[src/rtl/univ_shift_reg.sv]
// Universal shift register with a shift-by-N sequencer.
// Single-step mode applies one operation per enabled clock: hold, load,
// logical or arithmetic shift, rotate or clear. A start/busy/done handshake
// repeats a shift or rotate up to WIDTH times. Shift counts above WIDTH are
// treated as WIDTH.
// Ports:
//   clk            rising-edge clock
//   reset          asynchronous active-high reset
//   en             single-step enable, honoured only while idle
//   mode[2:0]      operation select
//   d[WIDTH-1:0]   parallel load data
//   sin_l          serial input entering at the MSB on right shifts
//   sin_r          serial input entering at the LSB on left shifts
//   start          launch a multi-step operation
//   shamt[CW-1:0]  step count for start
//   q[WIDTH-1:0]   register contents
//   sout_l         q[WIDTH-1]
//   sout_r         q[0]
//   busy           high while the sequencer is stepping
//   done           one-cycle completion pulse
module univ_shift_reg #(
    parameter int unsigned      WIDTH     = 8,
    parameter logic [WIDTH-1:0] RESET_VAL = '0,
    parameter int unsigned      CW        = $clog2(WIDTH + 1)
) (
    input  logic             clk,
    input  logic             reset,
    input  logic             en,
    input  logic [2:0]       mode,
    input  logic [WIDTH-1:0] d,
    input  logic             sin_l,
    input  logic             sin_r,
    input  logic             start,
    input  logic [CW-1:0]    shamt,
    output logic [WIDTH-1:0] q,
    output logic             sout_l,
    output logic             sout_r,
    output logic             busy,
    output logic             done
);

    localparam logic [2:0] M_HOLD = 3'b000;
    localparam logic [2:0] M_LOAD = 3'b001;
    localparam logic [2:0] M_SHL  = 3'b010;
    localparam logic [2:0] M_SHR  = 3'b011;
    localparam logic [2:0] M_ASR  = 3'b100;
    localparam logic [2:0] M_ROL  = 3'b101;
    localparam logic [2:0] M_ROR  = 3'b110;
    localparam logic [2:0] M_CLR  = 3'b111;

    typedef enum logic [1:0] {
        S_IDLE = 2'd0,
        S_RUN  = 2'd1,
        S_DONE = 2'd2
    } state_t;

    state_t            state;
    state_t            state_nxt;
    logic [2:0]        op_r;
    logic [2:0]        op_nxt;
    logic [CW-1:0]     count;
    logic [CW-1:0]     count_nxt;
    logic [WIDTH-1:0]  q_nxt;
    logic [CW-1:0]     shamt_clamped;
    logic              start_short;

    // One application of an operation to the current register value.
    function automatic logic [WIDTH-1:0] apply_op(
        input logic [2:0]       op,
        input logic [WIDTH-1:0] cur,
        input logic             sl,
        input logic             sr,
        input logic [WIDTH-1:0] ld
    );
        logic [WIDTH-1:0] r;
        r = cur;
        case (op)
            M_HOLD:  r = cur;
            M_LOAD:  r = ld;
            M_SHL:   r = {cur[WIDTH-2:0], sr};
            M_SHR:   r = {sl, cur[WIDTH-1:1]};
            M_ASR:   r = {cur[WIDTH-1], cur[WIDTH-1:1]};
            M_ROL:   r = {cur[WIDTH-2:0], cur[WIDTH-1]};
            M_ROR:   r = {cur[0], cur[WIDTH-1:1]};
            M_CLR:   r = '0;
            default: r = cur;
        endcase
        return r;
    endfunction

    // Counts above WIDTH saturate; a rotate by WIDTH is already a full turn.
    assign shamt_clamped = (shamt > CW'(WIDTH)) ? CW'(WIDTH) : shamt;

    // Starts that finish on the launch edge: zero count, hold, load or clear.
    assign start_short = (shamt == '0) || (mode == M_HOLD) ||
                         (mode == M_LOAD) || (mode == M_CLR);

    // State register.
    always_ff @(posedge clk or posedge reset) begin
        if (reset) begin
            state <= S_IDLE;
        end else begin
            state <= state_nxt;
        end
    end

    // Next-state logic.
    always_comb begin
        state_nxt = state;
        case (state)
            S_IDLE: begin
                if (start) begin
                    state_nxt = start_short ? S_DONE : S_RUN;
                end
            end
            S_RUN: begin
                if (count <= CW'(1)) begin
                    state_nxt = S_DONE;
                end
            end
            S_DONE:  state_nxt = S_IDLE;
            default: state_nxt = S_IDLE;
        endcase
    end

    // Status outputs decoded straight from the state register.
    always_comb begin
        busy = 1'b0;
        done = 1'b0;
        case (state)
            S_RUN:   busy = 1'b1;
            S_DONE:  done = 1'b1;
            default: ;
        endcase
    end

    // Datapath next values for q, the latched operation and the step count.
    always_comb begin
        q_nxt     = q;
        op_nxt    = op_r;
        count_nxt = count;
        case (state)
            S_IDLE: begin
                if (start) begin
                    op_nxt    = mode;
                    count_nxt = shamt_clamped;
                    // Load and clear take effect on the launch edge; shifts do not.
                    if (mode == M_LOAD || mode == M_CLR) begin
                        q_nxt = apply_op(mode, q, sin_l, sin_r, d);
                    end
                end else if (en) begin
                    q_nxt = apply_op(mode, q, sin_l, sin_r, d);
                end
            end
            S_RUN: begin
                q_nxt     = apply_op(op_r, q, sin_l, sin_r, d);
                count_nxt = count - CW'(1);
            end
            default: ;
        endcase
    end

    // Datapath registers.
    always_ff @(posedge clk or posedge reset) begin
        if (reset) begin
            q     <= RESET_VAL;
            op_r  <= M_HOLD;
            count <= '0;
        end else begin
            q     <= q_nxt;
            op_r  <= op_nxt;
            count <= count_nxt;
        end
    end

    assign sout_l = q[WIDTH-1];
    assign sout_r = q[0];

endmodule

[config.mk]
export PLATFORM = sky130hd
export DESIGN_NAME = univ_shift_reg
export DESIGN_NICKNAME = d
export VERILOG_FILES = /design/src/rtl/univ_shift_reg.sv
export SDC_FILE = /design/constraint.sdc
export NUM_CORES = 1
export LEC_CHECK = 0
export BUFFER_PORTS_ARGS = -buffer_cell sky130_fd_sc_hd__clkbuf_2
export CAP_MARGIN = 25
export CORE_ASPECT_RATIO = 2
export CORE_MARGIN = 1
export CORE_UTILIZATION = 25
export DETAILED_ROUTE_END_ITERATION = 10
export HOLD_SLACK_MARGIN = 0.1
export PLACE_DENSITY = 0.52
export SLEW_MARGIN = 10
export SYNTH_ARGS = -nofsm -noshare
export SYNTH_HDL_FRONTEND = slang
export SYNTH_SLANG_ARGS = --single-unit
[constraint.sdc]
create_clock -name clk -period 2.05 [get_ports clk]
set_input_delay 0 -clock clk [delete_from_list [all_inputs] [get_ports clk]]
set_output_delay 0 -clock clk [all_outputs]
set_load 0.05 [all_outputs]
# [Word level (Yosys, flattened, before mapping)]
# Cells that the tools add are included.
[word_totals] reg_bits=17 latchBits=0 ramBits=0 romBits=0 input_bits=21 elab_cells=59 n_memories=0
[classes] n_addsub=1 mul=0 div_mod_pow=0 magnitude_cmp=2 n_eq_ne=22 shift=0 muxes=15 n_bitwise=0 reduce_logical=14
[ops] cell="one-hot mux 8 bit (8 select lines)" n=1
[ops] cell="one-hot mux 8 bit (7 select lines)" n=1
[ops] cell="== test 3 bit, second input constant" n=8
[ops] cell="2-to-1 mux 8 bit" n=3
[ops] cell="one-hot mux 8 bit (2 select lines)" n=1
[ops] cell="== test 3 x 2 -> 1 bit, second input constant" n=4
[ops] cell="2-to-1 mux 4 bit" n=2
[ops] cell="!= test 2 bit, second input constant" n=4
[ops] cell="one-hot mux 4 bit (2 select lines)" n=1
[ops] cell="== test 3 x 1 -> 1 bit, second input constant" n=2
[ops] cell="logical NOT 3 bit" n=2
[ops] cell="2-to-1 mux 2 bit" n=3
[ops] cell="!= test 3 bit, second input constant" n=2
[ops] cell="AND reduction 2 bit" n=3
[ops] cell="AND reduction 5 bit" n=1
[ops] cell="greater-than comparator 4 bit, second input constant" n=1
[ops] cell="less-or-equal comparator 4 x 1 -> 1 bit, second input constant" n=1
[ops] cell="logical NOT 4 bit" n=1
[ops] cell="logical OR 1 bit" n=4
[ops] cell="one-hot mux 2 bit (2 select lines)" n=1
[ops] cell="AND reduction 4 bit" n=1
[ops] cell="subtractor 4 x 1 -> 4 bit, second input constant" n=1
[ops] cell="== test 2 x 1 -> 1 bit, second input constant" n=1
[ops] cell="== test 2 bit, second input constant" n=1
[ops] cell="other kinds (3)" n=4

# [Depth between registers and ports, before layout]
# Gate-level depths: netlist of the first run.
[logic_depth] ltp_word=7 ltp_mapped=8

# [Worst setup path before layout of the first run]
# No wires, ideal clock.
[synth_path] path_type="register -> register" start="register state[1]" end="register q[4]" setup_time_ns=0.104 t_arrival_ns=1.869 required_time_ns=1.946 setup_slack_ns=0.077 stages_incl_launch_ff=8 n_path_buf=3 path_cell_list="dfrtp_1 buf_6 nand2b_4 buf_6 clkinv_8 clkbuf_1 a221oi_1 o41ai_4"
[synth_via] elab_chain_len=3 elab_cells_between_ends=8 cone_classes="eq/ne (4); mux (1); reduce/logical (3)"
[synth_rtl] item="start, declared" line="57" text="state_t state;"
[synth_rtl] item="start signal, assigned" line="103" text="state <= state_nxt;"
[synth_rtl] item="== test 2 x 1 -> 1 bit / logical NOT 2 bit (equally long branches)" line="142" text="case (state)"
[synth_rtl] item="!= test 2 bit (no line) (tied with other cells)"
[synth_rtl] item="AND reduction 4 bit (no line)"
[synth_rtl] item="end signal, assigned" line="170" text="q <= q_nxt;"
[synth_rtl] item="end, declared" line="35" text="output logic [WIDTH-1:0] q,"
# Parallel ways exist; a longest one is shown, timed or not.
# A chain may end at the register's enable or synchronous reset.

# [Final worst setup path of the first run]
# Same ends and word-level chain as after synthesis.

==> flow_summary.toml, run 1 <==
[global_route]
grt_pass1_wl_mm = 8.62
grt_overflow_total = 0
grt_max_degree = 18
antenna_found_initial = 0
grt_usage_pct = 17.5
grt_pass1_vias = 1660

[place]
portBuffers = 32
pre_cts_ws_ns = 0.185
dpl.hpwl_mm = 4.15
globalplace.congestion = 0.803

[clocking]
clock_sink_count = 17
cts_tree = "built"
cts_made_buffers = 3
ctsHoldBuffers = 4
clkTransAtPathRegs_ns = 0.05
ctsResizeCount = 0
insertion_delay_ns = 0.25
cts_buffer_depth = 2
h-tree-depth = 1
clockRootBuffer = "clkbuf_16"
cts_setup_buffers = 0

[logic_synthesis]
synth-async-reset-ratio_pct = 100
syn_area_per_cell_sq_um = 8.44
ys_warn_count = 0
synth-edff-count = 0
postSynthCellCount = 187
ys_ff_latch = 17
seq_area_frac_synth_pct = 26.9
synthFlopType = "dfrtp_1"
synth_nets = 210
netlist_area_sq_um = 1580
synth.distinct_cells = 50

[power]
p_per_area_nw_per_um2 = 1720
p_leak_nw = 0.847
ir_drop_mv = 0.379

[cells_and_area]
antenna_cells = 0
n_fill_cell = 663
multi_input_area_sq_um = 990
seq_area_sq_um = 425
fin_nets = 244
layout_common_cells = "clkbuf_2 (32), o31ai_1 (18), dfrtp_1 (17)"
final_common_cell = "clkbuf_2"
drive_above_1_share_pct = 26.8
area_growth_pct = 23.1

[die]
row_count = 40
io_pins = 33
die_height_microns = 114
core_area_sq_um = 6060
fp.dieW_microns = 58.2
initial_utilization_pct = 26.1
die-area_sq_um = 6660

[setup_path]
cp_max_fo = 14
r2r_slack_ns = 0.16
critPathKind = "flop to flop"
worst_r2r_endpoint = "q[4]"
crit_path_start_kind = "flop"
crit_end = "q[4]"
crit_start = "state[1]"
endpoint_kind = "flop"
arrival_ns = 2.04
r2r_start = "state[1]"
required_ns = 2.20
worst_r2r_path_depth = 5

[sta]
rsz0062_at_grt = "no"
relSlewSlack_pct = 54.3
slew_violations = 0
final.min_clock_period_ns = 1.89
setup_violations = 0
worst_slew_pin_slew_ns = 0.684
finalSetupTns_ns = 0
fmax_mhz = 529
hold_viol = 0
clock_skew_ns = 0.00114
fin_ws_ns = 0.159
period_share_pct = 92.2

[route]
remaining_drc_errors = 0
drt_iter0_drc = 82
firstDrtPassIters = 4
vias = 1600
postRouteAntennaNets = 0
wire_per_inst_microns = 17.6
vias_per_cell = 5.26
wirelength_mm = 5.35

[min_path]
whs_path_depth = 3
hold_path_class = "input port to flop"

[run_status]
status = "completed"

[run]
maxCapViolations = 0
## layout make-up
class                      instances  share of cell area (%)
tap                               84                    5.41
clock buffer                       3                    3.86
clock inverter                     1                   0.257
sequential                        17                    21.9
multi-input combinational        139                    50.9
timing repair buffer              47                    14.5
inverter                          13                    3.15
## per-stage QoR
step	instances	hold slack, ns	utilization [%]	instance area [sq um]	total power [mW]
floorplan	187	-0.0739	-	1580	2.40
global route	304	0.119	32.1	1940	3.58
finish	304	0.109	32.1	1940	3.35
detailed placement	296	0.122	30.1	1820	2.94
CTS	304	0.111	32.1	1940	3.36
global placement	296	0.120	30.1	1820	2.94
## worst max-delay path, stage by stage (launching register included)
cell and delay (ns):
dfrtp_1 0.45, nand2b_4 0.25, clkinv_8 0.12, o32ai_4 0.09
or3_1 0.49, o41ai_4 0.38
## worst min path at each step
stage / start / end / slack, ns
2_1_floorplan: reset / count[0] / -0.07
3_3_place_gp: reset / count[0] / 0.12
3_5_place_dp: reset / q[7] / 0.12
4_1_cts: d[1] / q[1] / 0.11
5_1_grt: d[4] / q[4] / 0.12
6_report: d[4] / q[4] / 0.11
## flip-flops by register name, summed over array words and instances (netlist names)
register and count:
state 2, op_r 3, q 8, count 4
## cells in the mapped netlist (2+ instances only)
| library cell | n | area share [%] |
|---|---|---|
| nor2_1 | 7 | 1.7 |
| a22o_1 | 2 | 1.1 |
| a211oi_1 | 6 | 2.9 |
| buf_6 | 3 | 2.1 |
| nand2_1 | 11 | 2.6 |
| buf_4 | 2 | 0.95 |
| o22ai_1 | 6 | 2.4 |
| dfrtp_1 | 17 | 27 |
| clkbuf_1 | 9 | 2.1 |
| a221oi_1 | 2 | 1.1 |
| ha_1 | 2 | 1.6 |
| inv_1 | 12 | 2.9 |
| xor2_1 | 2 | 1.1 |
| o32ai_1 | 3 | 1.7 |
| mux2_2 | 4 | 2.9 |
| a31oi_1 | 2 | 0.79 |
| o21ai_0 | 5 | 1.6 |
| nand3_1 | 2 | 0.63 |
| a21oi_1 | 15 | 4.8 |
| and2_1 | 3 | 1.2 |
| nand2b_1 | 9 | 3.6 |
| o22a_1 | 2 | 1.1 |
| a21o_1 | 5 | 2.4 |
| or3_1 | 3 | 1.2 |
| nor3_1 | 5 | 1.6 |
| nor2b_1 | 2 | 0.79 |
| buf_2 | 4 | 1.3 |
| a21boi_0 | 3 | 1.4 |
| o31ai_1 | 18 | 8.6 |
## where the power goes
| part | switching [mW] | internal [mW] | total (mW) |
|---|---|---|---|
| Clock | 0.137 | 0.261 | 0.398 |
| Combinational | 1.34 | 0.794 | 2.13 |
| Sequential | 0.312 | 0.505 | 0.818 |
## cell families after synthesis
| kind of cell | Yosys count | synth area share, % |
|---|---|---|
| DFF | 17 | 26.9 |
| xor gates and xnor gates | 3 | 1.66 |
| and+or+nand+nor | 48 | 16.6 |
| muxes | 6 | 4.36 |
| AOI/OAI and AO/OA | 80 | 38.4 |
| buffers and inverters | 31 | 10.4 |
| adders and majority gates | 2 | 1.58 |
## metal layers
| metal | global-route usage (%) | wire length (microns) |
|---|---|---|
| met3 | 2.26 | 166 |
| met5 | 0 | 0 |
| met1 | 18.4 | 1940 |
| met2 | 32.1 | 2990 |
| met4 | 9.52 | 257 |
Power figures use the tool's default switching activity.
==> run 2, diff against run 1 <==
- CTS_BUF_LIST: default -> sky130_fd_sc_hd__clkbuf_8
==> run 2 against run 1 <==
Net effect:
- sequential share of layout area rose by 0.39 points
- first-iteration DRC count fell by 21%
- utilization fell by 0.56 points
- sequential power fell by 0.9%
- via count fell by 2.3%
- wire length fell by 1.8%
- critical path type unchanged
- global-route usage fell by 0.28 points
- setup slack improved by 0.0099 ns
- critical path depth did not move
- count of clock-buffer cells in the layout did not move
- clock power fell by 34%
==> flow_summary.toml, run 2 (synthesis results as in run 1) <==
[route]
postRouteAntennaNets = 0
firstDrtPassIters = 4
remaining_drc_errors = 0
wirelength_mm = 5.26
vias_per_cell = 5.14
vias = 1563
wire_per_inst_microns = 17.3
drt_iter0_drc = 65

[clocking]
h-tree-depth = 1
clockRootBuffer = "clkbuf_8"
insertion_delay_ns = 0.26
cts_buffer_depth = 2
clock_sink_count = 17
cts_setup_buffers = 0
cts_tree = "built"
cts_made_buffers = 3
clkTransAtPathRegs_ns = 0.07

[sta]
rsz0062_at_grt = "no"
finalSetupTns_ns = 0
fin_ws_ns = 0.169
clock_skew_ns = 0.00295
hold_viol = 0
worst_slew_pin_slew_ns = 0.700
period_share_pct = 91.8
relSlewSlack_pct = 53.3
whs_ns = 0.0993
slew_violations = 0
setup_violations = 0
final.min_clock_period_ns = 1.88
fmax_mhz = 532

[power]
ir_drop_mv = 0.371
p_total_mw = 3.19
p_per_area_nw_per_um2 = 1670
p_leak_nw = 0.831

[cells_and_area]
antenna_cells = 0
fin_nets = 244
final_core_util_pct = 31.5
multi_input_area_sq_um = 990
final_area_sq_um = 1910
area_growth_pct = 21.0
drive_above_1_share_pct = 26.8
n_fill_cell = 663
final_common_cell = "clkbuf_2"
layout_common_cells = "clkbuf_2 (32), o31ai_1 (18), dfrtp_1 (17)"
seq_area_sq_um = 425
top_regs = "q (8), count (4), op_r (3)"
largest_reg_flops = 8
final_cells = 304
top_register = "q"

[setup_path]
cp_max_fo = 14
cp_slowest_stage_delay_ns = 0.49
crit_family = "simple AND/OR/NAND/NOR gates"
crit_start = "state[1]"
cp_slowest_cell = "or3_1"
required_ns = 2.21
arrival_ns = 2.04
crit_chain = "nand2b_4 > clkinv_8 > o32ai_4 > or3_1 > o41ai_4"
critPathKind = "flop to flop"
crit_path_start_kind = "flop"
path_buf_inv = 1
r2r_start = "state[1]"
endpoint_kind = "flop"

[run_status]
status = "completed"

[global_route]
grt_overflow_total = 0
grt_usage_pct = 17.2
grt_max_degree = 18
grt_pass1_wl_mm = 8.46
antenna_found_initial = 0
grt_pass1_vias = 1627

[min_path]
holdCritStartpoint = "d[4]"
hold_path_class = "input port to flop"

[die]
io_pins = 33
fp.dieW_microns = 58.2
row_count = 40
die_height_microns = 114
initial_utilization_pct = 26.1
core_area_sq_um = 6060
die-area_sq_um = 6660

[place]
globalplace.congestion = 0.803
portBuffers = 32
place_area_sq_um = 1820
place_inst = 296
pre_cts_ws_ns = 0.185
dpl.hpwl_mm = 4.15

[run]
maxCapViolations = 0
[run 2: cell types whose count changed in the layout (fill, tap and decap cells not counted)]
cell	previous run	this run
clkbuf_8	0	3
clkbuf_16	3	0
[run 2: worst reg2reg max path, stage by stage, from the launching register on]
cell      delay (ns)
dfrtp_1         0.46
nand2b_4        0.25
clkinv_8        0.11
o32ai_4         0.10
or3_1           0.49
o41ai_4         0.38
[run 2: path summary, 6_finish.rpt]
path	slack, ns	cells after the start	endpoint
max	0.17	5	q[4]
min	0.1	3	q[4]
max reg2reg	0.17	5	q[4]
min reg2reg	0.57	1	count[3]
max in group asynchronous	1.23	3	q[0]
min in group asynchronous	0.38	3	q[7]
[run 2: what timing repair did]
| action | in CTS | in global routing |
|---|---|---|
| gates resized for setup | 0 | 0 |
| hold endpoints to repair | 20 | 0 |
| hold buffers | 4 | 0 |
[run 2: report_power, final]
group | switching, mW | leakage, nW | internal, mW
logic | 1.33 | 0.601 | 0.794
clock network | 0.125 | 0.0255 | 0.135
registers | 0.306 | 0.204 | 0.505
[run 2: cell type report]
cell class / count / share of cell area, %
multi-input combinational: 139 / 51.8
clock buffer: 3 / 2.16
tap: 84 / 5.50
sequential: 17 / 22.3
inverter: 13 / 3.21
clock inverter: 1 / 0.262
timing repair buffer: 47 / 14.8
[run 2: per-layer routing]
metal,wire length (microns),track usage [%],vias to the layer above
li1,-,-,769
met1,1950,18.3,731
met2,2960,31.7,48
met3,128,1.58,15
met4,215,9.68,0
met5,0,0,-
